==> src/rtl/divider_8b4b_seq_if.sv <==
// rtl/divider_8b4b_seq_if.sv - operand/result handshake bundle for the 8b/4b sequential divider
interface divider_8b4b_seq_if;
  // Operand side: the producer drives these and the divider answers with in_ready.
  logic       in_valid;
  logic       in_ready;
  logic [7:0] dividend;
  logic [3:0] divisor;

  // Result side: the divider drives these and the consumer answers with out_ready.
  logic       out_valid;
  logic       out_ready;
  logic [7:0] quotient;
  logic [3:0] remainder;
  logic       dz;

  // Producer/consumer view (testbench or upstream logic).
  modport master (
    output in_valid,
    output dividend,
    output divisor,
    output out_ready,
    input  in_ready,
    input  out_valid,
    input  quotient,
    input  remainder,
    input  dz
  );

  // Divider view.
  modport slave (
    input  in_valid,
    input  dividend,
    input  divisor,
    input  out_ready,
    output in_ready,
    output out_valid,
    output quotient,
    output remainder,
    output dz
  );
endinterface

==> src/rtl/divider_8b4b_seq.sv <==
// rtl/divider_8b4b_seq.sv - 8b/4b unsigned restoring divider, one quotient bit per clock (option macro: DIV_BY_ZERO_EN)
module divider_8b4b_seq (
  input  logic              clk,
  input  logic              rst_n,
  divider_8b4b_seq_if.slave bus
);

  typedef enum logic [1:0] {
    IDLE = 2'd0,
    BUSY = 2'd1,
    DONE = 2'd2
  } state_t;

  state_t     state_q, state_d;

  // Working registers: dividend shifter, captured divisor, partial remainder,
  // quotient accumulator and iteration counter.
  logic [7:0] d_q, d_d;
  logic [3:0] v_q, v_d;
  logic [3:0] r_q, r_d;
  logic [7:0] q_q, q_d;
  logic [2:0] cnt_q, cnt_d;

  // Registered outputs.
  logic       in_ready_q, in_ready_d;
  logic       out_valid_q, out_valid_d;
  logic [7:0] quotient_q, quotient_d;
  logic [3:0] remainder_q, remainder_d;
  logic       dz_q, dz_d;

  // One restoring step.
  logic [4:0] r5;
  logic       step_ge;
  logic [3:0] step_r;
  logic [7:0] step_q;

  // Zero-divisor short-circuit request.
  logic       zero_skip;

  // Restoring step: bring in the next dividend bit and subtract the divisor when it fits.
  // R < V before every step keeps R5 <= 30, so when it fits the difference is below 16
  // and a 4-bit subtract on the low bits is exact.
  always_comb begin
    r5      = {r_q, d_q[7]};
    step_ge = (r5 >= {1'b0, v_q});
    step_r  = step_ge ? (r5[3:0] - v_q) : r5[3:0];
    step_q  = {q_q[6:0], step_ge};
  end

  // Decide whether a zero divisor bypasses the iterations.
`ifdef DIV_BY_ZERO_EN
  always_comb begin
    zero_skip = (v_q == 4'd0);
  end
`else
  always_comb begin
    zero_skip = 1'b0;
  end
`endif

  // Next-state and next-output computation for the IDLE/BUSY/DONE sequencer.
  always_comb begin
    state_d     = state_q;
    d_d         = d_q;
    v_d         = v_q;
    r_d         = r_q;
    q_d         = q_q;
    cnt_d       = cnt_q;
    in_ready_d  = in_ready_q;
    out_valid_d = out_valid_q;
    quotient_d  = quotient_q;
    remainder_d = remainder_q;
    dz_d        = dz_q;

    case (state_q)
      IDLE: begin
        if (bus.in_valid && in_ready_q) begin
          state_d    = BUSY;
          d_d        = bus.dividend;
          v_d        = bus.divisor;
          r_d        = 4'd0;
          q_d        = 8'd0;
          cnt_d      = 3'd0;
          in_ready_d = 1'b0;
        end else begin
          in_ready_d = 1'b1;
        end
      end

      BUSY: begin
        if (zero_skip) begin
          // Dividing by zero subtracts nothing at every step: all-ones quotient
          // and the low dividend nibble as remainder, produced in one cycle.
          state_d     = DONE;
          out_valid_d = 1'b1;
          quotient_d  = 8'hFF;
          remainder_d = d_q[3:0];
          dz_d        = 1'b1;
        end else begin
          d_d   = {d_q[6:0], 1'b0};
          r_d   = step_r;
          q_d   = step_q;
          cnt_d = cnt_q + 3'd1;
          if (cnt_q == 3'd7) begin
            state_d     = DONE;
            out_valid_d = 1'b1;
            quotient_d  = step_q;
            remainder_d = step_r;
          end
        end
      end

      DONE: begin
        if (bus.out_ready) begin
          state_d     = IDLE;
          out_valid_d = 1'b0;
          in_ready_d  = 1'b1;
          dz_d        = 1'b0;
        end
      end

      default: begin
        state_d     = IDLE;
        out_valid_d = 1'b0;
        in_ready_d  = 1'b0;
        dz_d        = 1'b0;
      end
    endcase
  end

  // State and output registers; synchronous active-low reset aborts any operation.
  always_ff @(posedge clk) begin
    if (!rst_n) begin
      state_q     <= IDLE;
      d_q         <= 8'd0;
      v_q         <= 4'd0;
      r_q         <= 4'd0;
      q_q         <= 8'd0;
      cnt_q       <= 3'd0;
      in_ready_q  <= 1'b0;
      out_valid_q <= 1'b0;
      quotient_q  <= 8'd0;
      remainder_q <= 4'd0;
      dz_q        <= 1'b0;
    end else begin
      state_q     <= state_d;
      d_q         <= d_d;
      v_q         <= v_d;
      r_q         <= r_d;
      q_q         <= q_d;
      cnt_q       <= cnt_d;
      in_ready_q  <= in_ready_d;
      out_valid_q <= out_valid_d;
      quotient_q  <= quotient_d;
      remainder_q <= remainder_d;
      dz_q        <= dz_d;
    end
  end

  assign bus.in_ready  = in_ready_q;
  assign bus.out_valid = out_valid_q;
  assign bus.quotient  = quotient_q;
  assign bus.remainder = remainder_q;
  assign bus.dz        = dz_q;

endmodule

==> src/flat_wrapper.sv <==
// flat-port wrapper written by rule: the top's interface ports become plain ports
module divider_8b4b_seq_flat 
  (clk, rst_n, bus_in_valid, bus_dividend, bus_divisor, bus_out_ready, bus_in_ready, bus_out_valid, bus_quotient, bus_remainder, bus_dz);
  divider_8b4b_seq_if bus_i ();
  input  logic clk;
  input  logic rst_n;
  input wire logic [$bits(bus_i.in_valid)-1:0] bus_in_valid;
  input wire logic [$bits(bus_i.dividend)-1:0] bus_dividend;
  input wire logic [$bits(bus_i.divisor)-1:0] bus_divisor;
  input wire logic [$bits(bus_i.out_ready)-1:0] bus_out_ready;
  output wire logic [$bits(bus_i.in_ready)-1:0] bus_in_ready;
  output wire logic [$bits(bus_i.out_valid)-1:0] bus_out_valid;
  output wire logic [$bits(bus_i.quotient)-1:0] bus_quotient;
  output wire logic [$bits(bus_i.remainder)-1:0] bus_remainder;
  output wire logic [$bits(bus_i.dz)-1:0] bus_dz;
  assign bus_i.in_valid = bus_in_valid;
  assign bus_i.dividend = bus_dividend;
  assign bus_i.divisor = bus_divisor;
  assign bus_i.out_ready = bus_out_ready;
  assign bus_in_ready = bus_i.in_ready;
  assign bus_out_valid = bus_i.out_valid;
  assign bus_quotient = bus_i.quotient;
  assign bus_remainder = bus_i.remainder;
  assign bus_dz = bus_i.dz;
  divider_8b4b_seq u_core (.clk(clk), .rst_n(rst_n), .bus(bus_i));
endmodule
==> config.mk <==
export PLATFORM = sky130hd
export DESIGN_NAME = divider_8b4b_seq_flat
export DESIGN_NICKNAME = d
export VERILOG_FILES = /design/src/rtl/divider_8b4b_seq_if.sv /design/src/rtl/divider_8b4b_seq.sv /design/src/flat_wrapper.sv
export SDC_FILE = /design/constraint.sdc
export NUM_CORES = 1
export LEC_CHECK = 0
export ABC_CLOCK_PERIOD_IN_PS = 3300
export CAP_MARGIN = 20
export CORE_ASPECT_RATIO = 1.2
export CORE_UTILIZATION = 30
export DETAILED_ROUTE_END_ITERATION = 6
export SYNTH_ARGS = -nofsm -noshare
export SYNTH_HDL_FRONTEND = slang
export SYNTH_SLANG_ARGS = --single-unit
==> constraint.sdc <==
create_clock -name clk -period 3.3 [get_ports clk]
set_input_delay 0.66 -clock clk [delete_from_list [all_inputs] [get_ports clk]]
set_output_delay 0.66 -clock clk [all_outputs]
set_load 0.1 [all_outputs]
==> impl_metrics.py, run 1 <==
metrics = {
    "outcome": {
        "outcome": "finished clean",
    },
    "place": {
        "portBuffers": 29,
        "place.gp.congestion": 0.791,
        "dp_slack_ns": 0.960,
        "dp_hpwl_um": 2850,
    },
    "floorplan": {
        "dieArea_mm2": 0.00674,
        "core_area_mm2": 0.00613,
        "die_w_um": 75.1,
        "fp-row-count": 31,
        "ios": 31,
        "start_util_pct": 31.4,
        "die_y_um": 89.7,
    },
    "route": {
        "dr.pass1.iters": 4,
        "totalWireLength_um": 4060,
        "vias": 1603,
        "initialDrtViolationCount": 102,
        "avgRoutedWirePerCell_um": 12.4,
        "via_per_inst": 4.89,
        "drc": 0,
        "antenna_left": 0,
    },
    "layout": {
        "drive_gt1_share_pct": 13.0,
        "n_fill_cell": 659,
        "final_core_util_pct": 37.6,
        "syn_to_final_growth_pct": 19.7,
        "fin_nets": 268,
        "num_antenna_cells": 0,
        "seq_area_um2": 841,
        "multi_input_comb_area_um2": 967,
    },
    "grt": {
        "grt_start_max_net_pins": 30,
        "grt_pass1_vias": 1554,
        "antenna_found_initial": 0,
        "grt_util_all_layers_pct": 13.3,
        "grt_overflow_total": 0,
        "grt_pass1_wl_um": 6880,
    },
    "synth": {
        "synth-seq-area-share_pct": 43.7,
        "yosys.cell_types.count": 42,
        "yosysMostFrequentCell": "dfxtp_1",
        "synth_commonest_cells": "dfxtp_1, nand2_1, nor2_1",
        "netlist_instances": 221,
        "synth_top_area_share_pct": 43.7,
        "synth_edf_count": 0,
        "synthArstFlopShare_pct": 0,
        "yosysTopAreaCell": "dfxtp_1",
        "synth_top_cells_by_area": "dfxtp_1, nand2_1, a21oi_1",
        "syn_avg_cell_area_um2": 8.70,
        "ys_ff_latch": 42,
        "ys.flop_type": "dfxtp_1",
        "mappedNetlistArea_mm2": 0.00192,
        "synth_nets": 244,
        "yosysWarnings": 0,
    },
    "sta": {
        "rsz0062_at_grt": "false",
        "fmax_ghz": 0.475,
        "holdWs_ns": 0.459,
        "period_needed_ns": 2.11,
        "finalSetupTns_ns": 0,
        "finClkSkew_ns": 0.0104,
        "fin_crit_sh_pct": 63.8,
        "worst_slack_ns": 1.19,
        "setup_violations": 0,
        "hold_violations": 0,
        "slew_headroom_pct": 40.9,
        "worst_pin_slew_ns": 0.886,
        "slew_violations": 0,
    },
    "clock_network": {
        "ctsHoldBuffers": 0,
        "clock_latency_ns": 0.30,
        "cts.sink_count": 42,
        "cts_setup_buffers": 0,
        "post_cts_resized": 0,
        "ctsRootBufferMaster": "clkbuf_8",
        "numCtsBuffers": 5,
        "cts_tree": "built",
        "cts.htree.levels": 2,
        "cts.reportedPaths.clkPinSlew_ns": 0.08,
        "clockBufferDepth": 2,
    },
    "critical_path": {
        "setup.worst_path.end_class": "flop",
        "critPathRequiredTime_ns": 3.52,
        "crit_fanout": 3,
        "worst-setup-path-type": "flop to flop",
        "worstPathArrival_ns": 2.33,
        "critPathLaunchType": "flop",
    },
    "pwr": {
        "p_per_area_mw_per_mm2": 472,
        "vdd_ir_drop_max_mv": 0.150,
        "leakagePower_nw": 0.846,
    },
    "flow_run": {
        "max-cap-violations": 0,
    },
    "hold_path": {
        "min_path_type": "flop to flop",
    },
}
==> layer usage <==
metal	wire length, µm	up-vias	GRT usage [%]
li1	-	822	-
met1	1950	744	16.7
met2	1870	32	20.8
met3	157	5	3.36
met4	83	0	6.13
met5	0	-	0
==> power by group <==
group | internal (mW) | total [mW] | switching (mW)
combinational | 0.0872 | 0.213 | 0.126
sequential | 0.529 | 0.546 | 0.0169
clock | 0.149 | 0.328 | 0.179
total | 0.765 | 1.09 | 0.322
==> final timing paths <==
check                    startpoint                       to  slack (ns)  depth (start not counted)
min          u_core.bus.quotient[2]   u_core.bus.quotient[2]        0.46                          2
max                   u_core.d_q[7]  u_core.bus.remainder[2]        1.19                          6
max reg2reg           u_core.d_q[7]  u_core.bus.remainder[2]        1.19                          6
min reg2reg  u_core.bus.quotient[2]   u_core.bus.quotient[2]        0.46                          2
==> critical path, cell delays in order, from the launching register on <==
cell	delay, ns
dfxtp_1	0.37
inv_1	0.06
ha_1	0.26
fa_1	0.45
xnor2_1	0.27
or3b_2	0.47
a31oi_1	0.16
==> cell type report <==
| class | instances | share of cell area, % |
|---|---|---|
| tap | 82 | 4.46 |
| sequential | 42 | 36.5 |
| clock buffer | 5 | 2.99 |
| clock inverter | 3 | 0.815 |
| multi-input combinational | 157 | 42.0 |
| inverter | 7 | 1.14 |
| timing repair buffer | 32 | 12.1 |
==> sequential cells by signal, indices dropped and copies added (netlist names) <==
register,flops
u_core.d_q,8
u_core.cnt_q,3
u_core.state_q,2
u_core.q_q,7
u_core.v_q,4
u_core.bus.quotient,8
u_core.bus.out_valid,1
u_core.bus.in_ready,1
u_core.bus.remainder,4
u_core.r_q,4
==> placed cells by master, fill, tap and decap left out, types with 2 or more instances in the layout <==
cell and n:
or2_1 3, buf_4 17, nand2b_1 2, clkinv_2 2, a211oi_1 4, or3b_2 2, a311oi_1 7, clkbuf_8 5
inv_1 7, nand3_1 7, nor3b_1 4, o31ai_1 6, dfxtp_1 42, or3_1 2, nor2_1 22, and2_1 3
ha_1 6, o21ai_0 4, a22oi_1 8, a21oi_1 18, clkdlybuf4s50_1 15, nand2_1 37, nor2b_1 3
==> per-stage QoR <==
stage | instance area [µm²] | std cells | total power [mW]
after floorplan | 1920 | 221 | 0.724
after global placement | 2210 | 320 | 0.766
after detailed placement | 2210 | 320 | 0.769
after CTS | 2300 | 328 | 1.10
after global routing | 2300 | 328 | 1.14
final | 2300 | 328 | 1.09
==> cell families after synthesis <==
logic type | after synthesis | share of synthesized area, %
buffers and inverters | 22 | 5.99
xor gates and xnor gates | 1 | 0.456
DFF | 42 | 43.7
muxes | 2 | 1.11
other | 1 | 0.195
AOI/OAI and AO/OA | 54 | 20.1
and+or+nand+nor | 92 | 23.5
adders and majority gates | 7 | 4.94
(Power assumes the default switching activity.)
==> run 2, diff against run 1 <==
ABC_CLOCK_PERIOD_IN_PS = 2029   (was 3300)
clock period = 2.03 ns   (was 3.3 ns; I/O delays follow)
==> impl_metrics.py, run 2 (synthesized netlist as in run 1, its figures left out) <==
metrics = {
    "outcome": {
        "outcome": "finished clean",
    },
    "pwr": {
        "p_per_area_mw_per_mm2": 765,
        "leakagePower_nw": 0.886,
        "total_power_mw": 1.83,
        "vdd_ir_drop_max_mv": 0.280,
    },
    "critical_path": {
        "worst_r2r_endpoint": "u_core.r_q[3]",
        "critPathRequiredTime_ns": 2.24,
        "critPathLaunchType": "flop",
        "setup.worst_path.end_class": "flop",
        "crit_end": "u_core.r_q[3]",
        "cp-startpoint": "u_core.r_q[1]",
        "worstPathArrival_ns": 2.09,
        "r2r_start": "u_core.r_q[1]",
        "worst-setup-path-type": "flop to flop",
        "r2r_setup_slack_ns": 0.15,
        "crit_fanout": 5,
        "worstRegToRegCells": 5,
    },
    "route": {
        "dr.pass1.iters": 4,
        "initialDrtViolationCount": 132,
        "drc": 0,
        "antenna_left": 0,
        "totalWireLength_um": 4220,
        "via_per_inst": 4.85,
        "vias": 1639,
        "avgRoutedWirePerCell_um": 12.5,
    },
    "layout": {
        "num_antenna_cells": 0,
        "drive_gt1_share_pct": 17.2,
        "n_fill_cell": 636,
        "syn_to_final_growth_pct": 24.1,
        "layout_commonest_cell": "dfxtp_1",
        "fin_nets": 278,
        "mostFrequentLayoutCells": "dfxtp_1, nand2_1, buf_4",
    },
    "sta": {
        "finClkSkew_ns": 0.0149,
        "fin_crit_sh_pct": 92.7,
        "finalSetupTns_ns": 0,
        "slew_violations": 0,
        "setup_violations": 0,
        "period_needed_ns": 1.88,
        "fmax_ghz": 0.531,
        "holdWs_ns": 0.458,
        "rsz0062_at_grt": "false",
        "hold_violations": 0,
    },
    "floorplan": {
        "fp-row-count": 31,
        "ios": 31,
        "die_y_um": 89.7,
        "core_area_mm2": 0.00613,
        "dieArea_mm2": 0.00674,
        "start_util_pct": 31.4,
        "die_w_um": 75.1,
    },
    "hold_path": {
        "worstHoldStart": "u_core.bus.quotient[7]",
        "min_path_type": "flop to flop",
    },
    "place": {
        "dp_hpwl_um": 2980,
        "portBuffers": 29,
        "place.gp.congestion": 0.906,
    },
    "grt": {
        "grt_overflow_total": 0,
        "grt_util_all_layers_pct": 13.6,
        "antenna_found_initial": 0,
        "grt_start_max_net_pins": 16,
        "grt_pass1_wl_um": 7010,
        "grt_pass1_vias": 1511,
    },
    "clock_network": {
        "clock_latency_ns": 0.31,
        "cts_tree": "built",
        "cts.sink_count": 42,
        "cts.reportedPaths.clkPinSlew_ns": 0.09,
        "clockBufferDepth": 2,
        "numCtsBuffers": 5,
        "ctsRootBufferMaster": "clkbuf_8",
        "cts.htree.levels": 2,
        "cts_setup_buffers": 0,
    },
    "flow_run": {
        "max-cap-violations": 0,
    },
}
run 2: cell count changes in the layout (fill, tap and decap cells not counted), sizes merged:
cell	previous run	this run
buf	17	27
clkinv	2	0
clkinvlp	0	2
run 2: worst min-delay path by stage:
stage,cells after the start,slack [ns],endpoint
2_1_floorplan,2,0.43,u_core.bus.quotient[7]
3_3_place_gp,2,0.44,u_core.bus.quotient[4]
3_5_place_dp,2,0.45,u_core.bus.quotient[4]
4_1_cts,2,0.46,u_core.bus.quotient[7]
5_1_grt,2,0.48,u_core.bus.quotient[7]
6_report,2,0.46,u_core.bus.quotient[7]
run 2: worst max-delay path, cell delays in order, from the launching register on:
cell,delay (ns)
dfxtp_1,0.36
ha_1,0.37
or2_1,0.26
and2_1,0.21
a311o_1,0.34
o32ai_1,0.25
run 2: repair_timing:
item / in CTS / in global routing
endpoints found under the hold margin: 0 / 0
setup endpoints to repair: 0 / 2
hold buffers: 0 / 0
gates resized for setup: 0 / 2
run 2: cell type report:
cell class              instances  area [µm²]  share of cell area, %
clock buffers                   5        68.8                   2.88
inverters                       7        26.3                   1.10
flip-flops and latches         42         842                   35.3
repair buffers                 42         353                   14.8
clock inverters                 3        23.8                  0.996
multi-input cells             157         970                   40.6
well taps                      82         103                   4.30
run 2: metrics by stage:
step	utilization (%)	cells	area, µm²	setup slack (ns)
6_report	38.9	338	2390	0.148
4_1_cts	38.9	338	2380	0.0614
2_1_floorplan	-	221	1920	0.0140
3_5_place_dp	37.4	330	2290	0.0708
5_1_grt	38.9	338	2390	0.0381
3_3_place_gp	37.4	330	2290	0.106
run 2: power by group:
part / internal [mW] / total (mW) / switching [mW]
clock network: 0.246 / 0.567 / 0.321
registers: 0.860 / 0.886 / 0.0266
logic: 0.165 / 0.372 / 0.207
run 2: per-layer routing:
| metal | vias up | wire [µm] | GRT usage [%] |
|---|---|---|---|
| li1 | 835 | - | - |
| met1 | 761 | 1950 | 17.2 |
| met2 | 35 | 2000 | 20.4 |
| met3 | 8 | 167 | 3.92 |
| met4 | 0 | 108 | 7.08 |
| met5 | - | 0 | 0 |
==> run 3, diff against run 2 <==
CORE_ASPECT_RATIO = 0.5   (was 1.2)
==> impl_metrics.py, run 3 (synthesized netlist as in run 1, its figures left out) <==
metrics = {
    "route": {
        "avgRoutedWirePerCell_um": 12.5,
        "antenna_left": 0,
        "met2_length_um": 1880,
        "wirelength_met1_um": 2210,
        "drc": 0,
        "vias": 1629,
        "dr.pass1.iters": 4,
        "highest_layer": "met3",
        "via_per_inst": 4.78,
        "totalWireLength_um": 4280,
        "initialDrtViolationCount": 98,
        "met3_length_um": 187,
    },
    "clock_network": {
        "ctsRootBufferMaster": "clkbuf_16",
        "cts.htree.levels": 2,
        "cts.sink_count": 42,
        "clock_latency_ns": 0.28,
        "numCtsBuffers": 5,
        "cts.reportedPaths.clkPinSlew_ns": 0.06,
        "clockBufferDepth": 2,
        "cts_tree": "built",
    },
    "floorplan": {
        "fp-row-count": 20,
        "die_w_um": 115,
        "core_area_mm2": 0.00613,
        "ios": 31,
        "die_y_um": 58.6,
        "dieArea_mm2": 0.00675,
        "start_util_pct": 31.4,
    },
    "place": {
        "dp_hpwl_um": 2970,
        "dp_slack_ns": 0.0119,
        "place.gp.congestion": 0.812,
        "dpl_cell_area_mm2": 0.00229,
        "portBuffers": 29,
    },
    "layout": {
        "num_antenna_cells": 0,
        "syn_to_final_growth_pct": 29.5,
        "n_fill_cell": 622,
        "layout_commonest_cell": "dfxtp_1",
        "seq_area_um2": 841,
        "fin_nets": 275,
        "drive_gt1_share_pct": 16.2,
        "multi_input_comb_area_um2": 977,
        "mostFrequentLayoutCells": "dfxtp_1, nand2_1, buf_4",
        "finalInstanceArea_mm2": 0.00249,
    },
    "sta": {
        "finalSetupTns_ns": 0,
        "hold_violations": 0,
        "worst_slack_ns": 0.0865,
        "period_needed_ns": 1.94,
        "slew_violations": 0,
        "setup_violations": 0,
        "fin_crit_sh_pct": 95.7,
        "fmax_ghz": 0.515,
        "finClkSkew_ns": 0.00293,
        "holdWs_ns": 0.455,
        "rsz0062_at_grt": "false",
    },
    "grt": {
        "grt_pass1_vias": 1484,
        "grt_start_max_net_pins": 18,
        "grt_util_all_layers_pct": 13.6,
        "antenna_found_initial": 0,
        "grt_overflow_total": 0,
        "grt_pass1_wl_um": 7090,
    },
    "critical_path": {
        "crit_fanout": 3,
        "r2r_setup_slack_ns": 0.09,
        "setup.worst_path.end_class": "flop",
        "r2r_start": "u_core.d_q[7]",
        "worst-setup-path-type": "flop to flop",
        "cp-startpoint": "u_core.d_q[7]",
        "critPathLaunchType": "flop",
        "worstRegToRegCells": 6,
        "crit_end": "u_core.bus.remainder[2]",
        "worst_r2r_endpoint": "u_core.bus.remainder[2]",
        "critPathRequiredTime_ns": 2.24,
        "worstPathArrival_ns": 2.16,
    },
    "pwr": {
        "total_power_mw": 2.31,
        "leakagePower_nw": 0.938,
        "p_per_area_mw_per_mm2": 927,
        "vdd_ir_drop_max_mv": 0.429,
    },
    "hold_path": {
        "min_path_type": "flop to flop",
    },
    "outcome": {
        "outcome": "finished clean",
    },
    "flow_run": {
        "max-cap-violations": 0,
    },
}
-- run 3: area by class of cell --
| type | count | share of cell area, % |
|---|---|---|
| repair buffers | 39 | 13.8 |
| flip-flops and latches | 42 | 33.8 |
| inverters | 7 | 1.05 |
| well taps | 88 | 4.42 |
| clock inverters | 3 | 2.76 |
| multi-input cells | 157 | 39.2 |
| clock buffers | 5 | 5.02 |
-- run 3: routing by layer --
metal | GRT usage [%] | vias to the layer above
met2 | 21.4 | 27
met1 | 18.2 | 768
li1 | - | 834
met5 | 0 | -
met4 | 3.34 | 0
met3 | 4.53 | 0
-- run 3: worst min path at each step --
stage	start	end	depth (start not counted)
after floorplan	u_core.q_q[6]	u_core.bus.quotient[7]	2
after global placement	u_core.q_q[6]	u_core.bus.quotient[7]	2
after detailed placement	u_core.q_q[6]	u_core.bus.quotient[7]	2
after CTS	u_core.q_q[6]	u_core.bus.quotient[7]	2
after global routing	u_core.bus.quotient[2]	u_core.bus.quotient[2]	2
final	u_core.bus.quotient[2]	u_core.bus.quotient[2]	2
-- run 3: stage by stage --
step           std cells  utilization, %
2_1_floorplan        221               -
3_3_place_gp         333            37.3
3_5_place_dp         333            37.3
4_1_cts              341            40.6
5_1_grt              341            40.6
6_report             341            40.6
-- run 3: timing repair --
item / CTS / global route
gates resized for setup: 1 / 1
buffers inserted: 0 / 0
pin swaps: 1 / 0
hold buffers: 0 / 0
endpoints found under the setup margin: 1 / 2
-- run 3: power breakdown --
group,switching (mW),leakage [nW],internal (mW),total [mW]
Combinational,0.215,0.503,0.168,0.384
Sequential,0.0258,0.341,0.860,0.886
Clock,0.333,0.0940,0.707,1.04
Total,0.575,0.938,1.74,2.31
-- run 3: critical path, stage by stage, from the launching register on --
cell	delay (ns)
dfxtp_1	0.36
inv_1	0.06
ha_2	0.20
fa_1	0.46
xnor2_2	0.16
or3b_2	0.47
a31oi_1	0.17
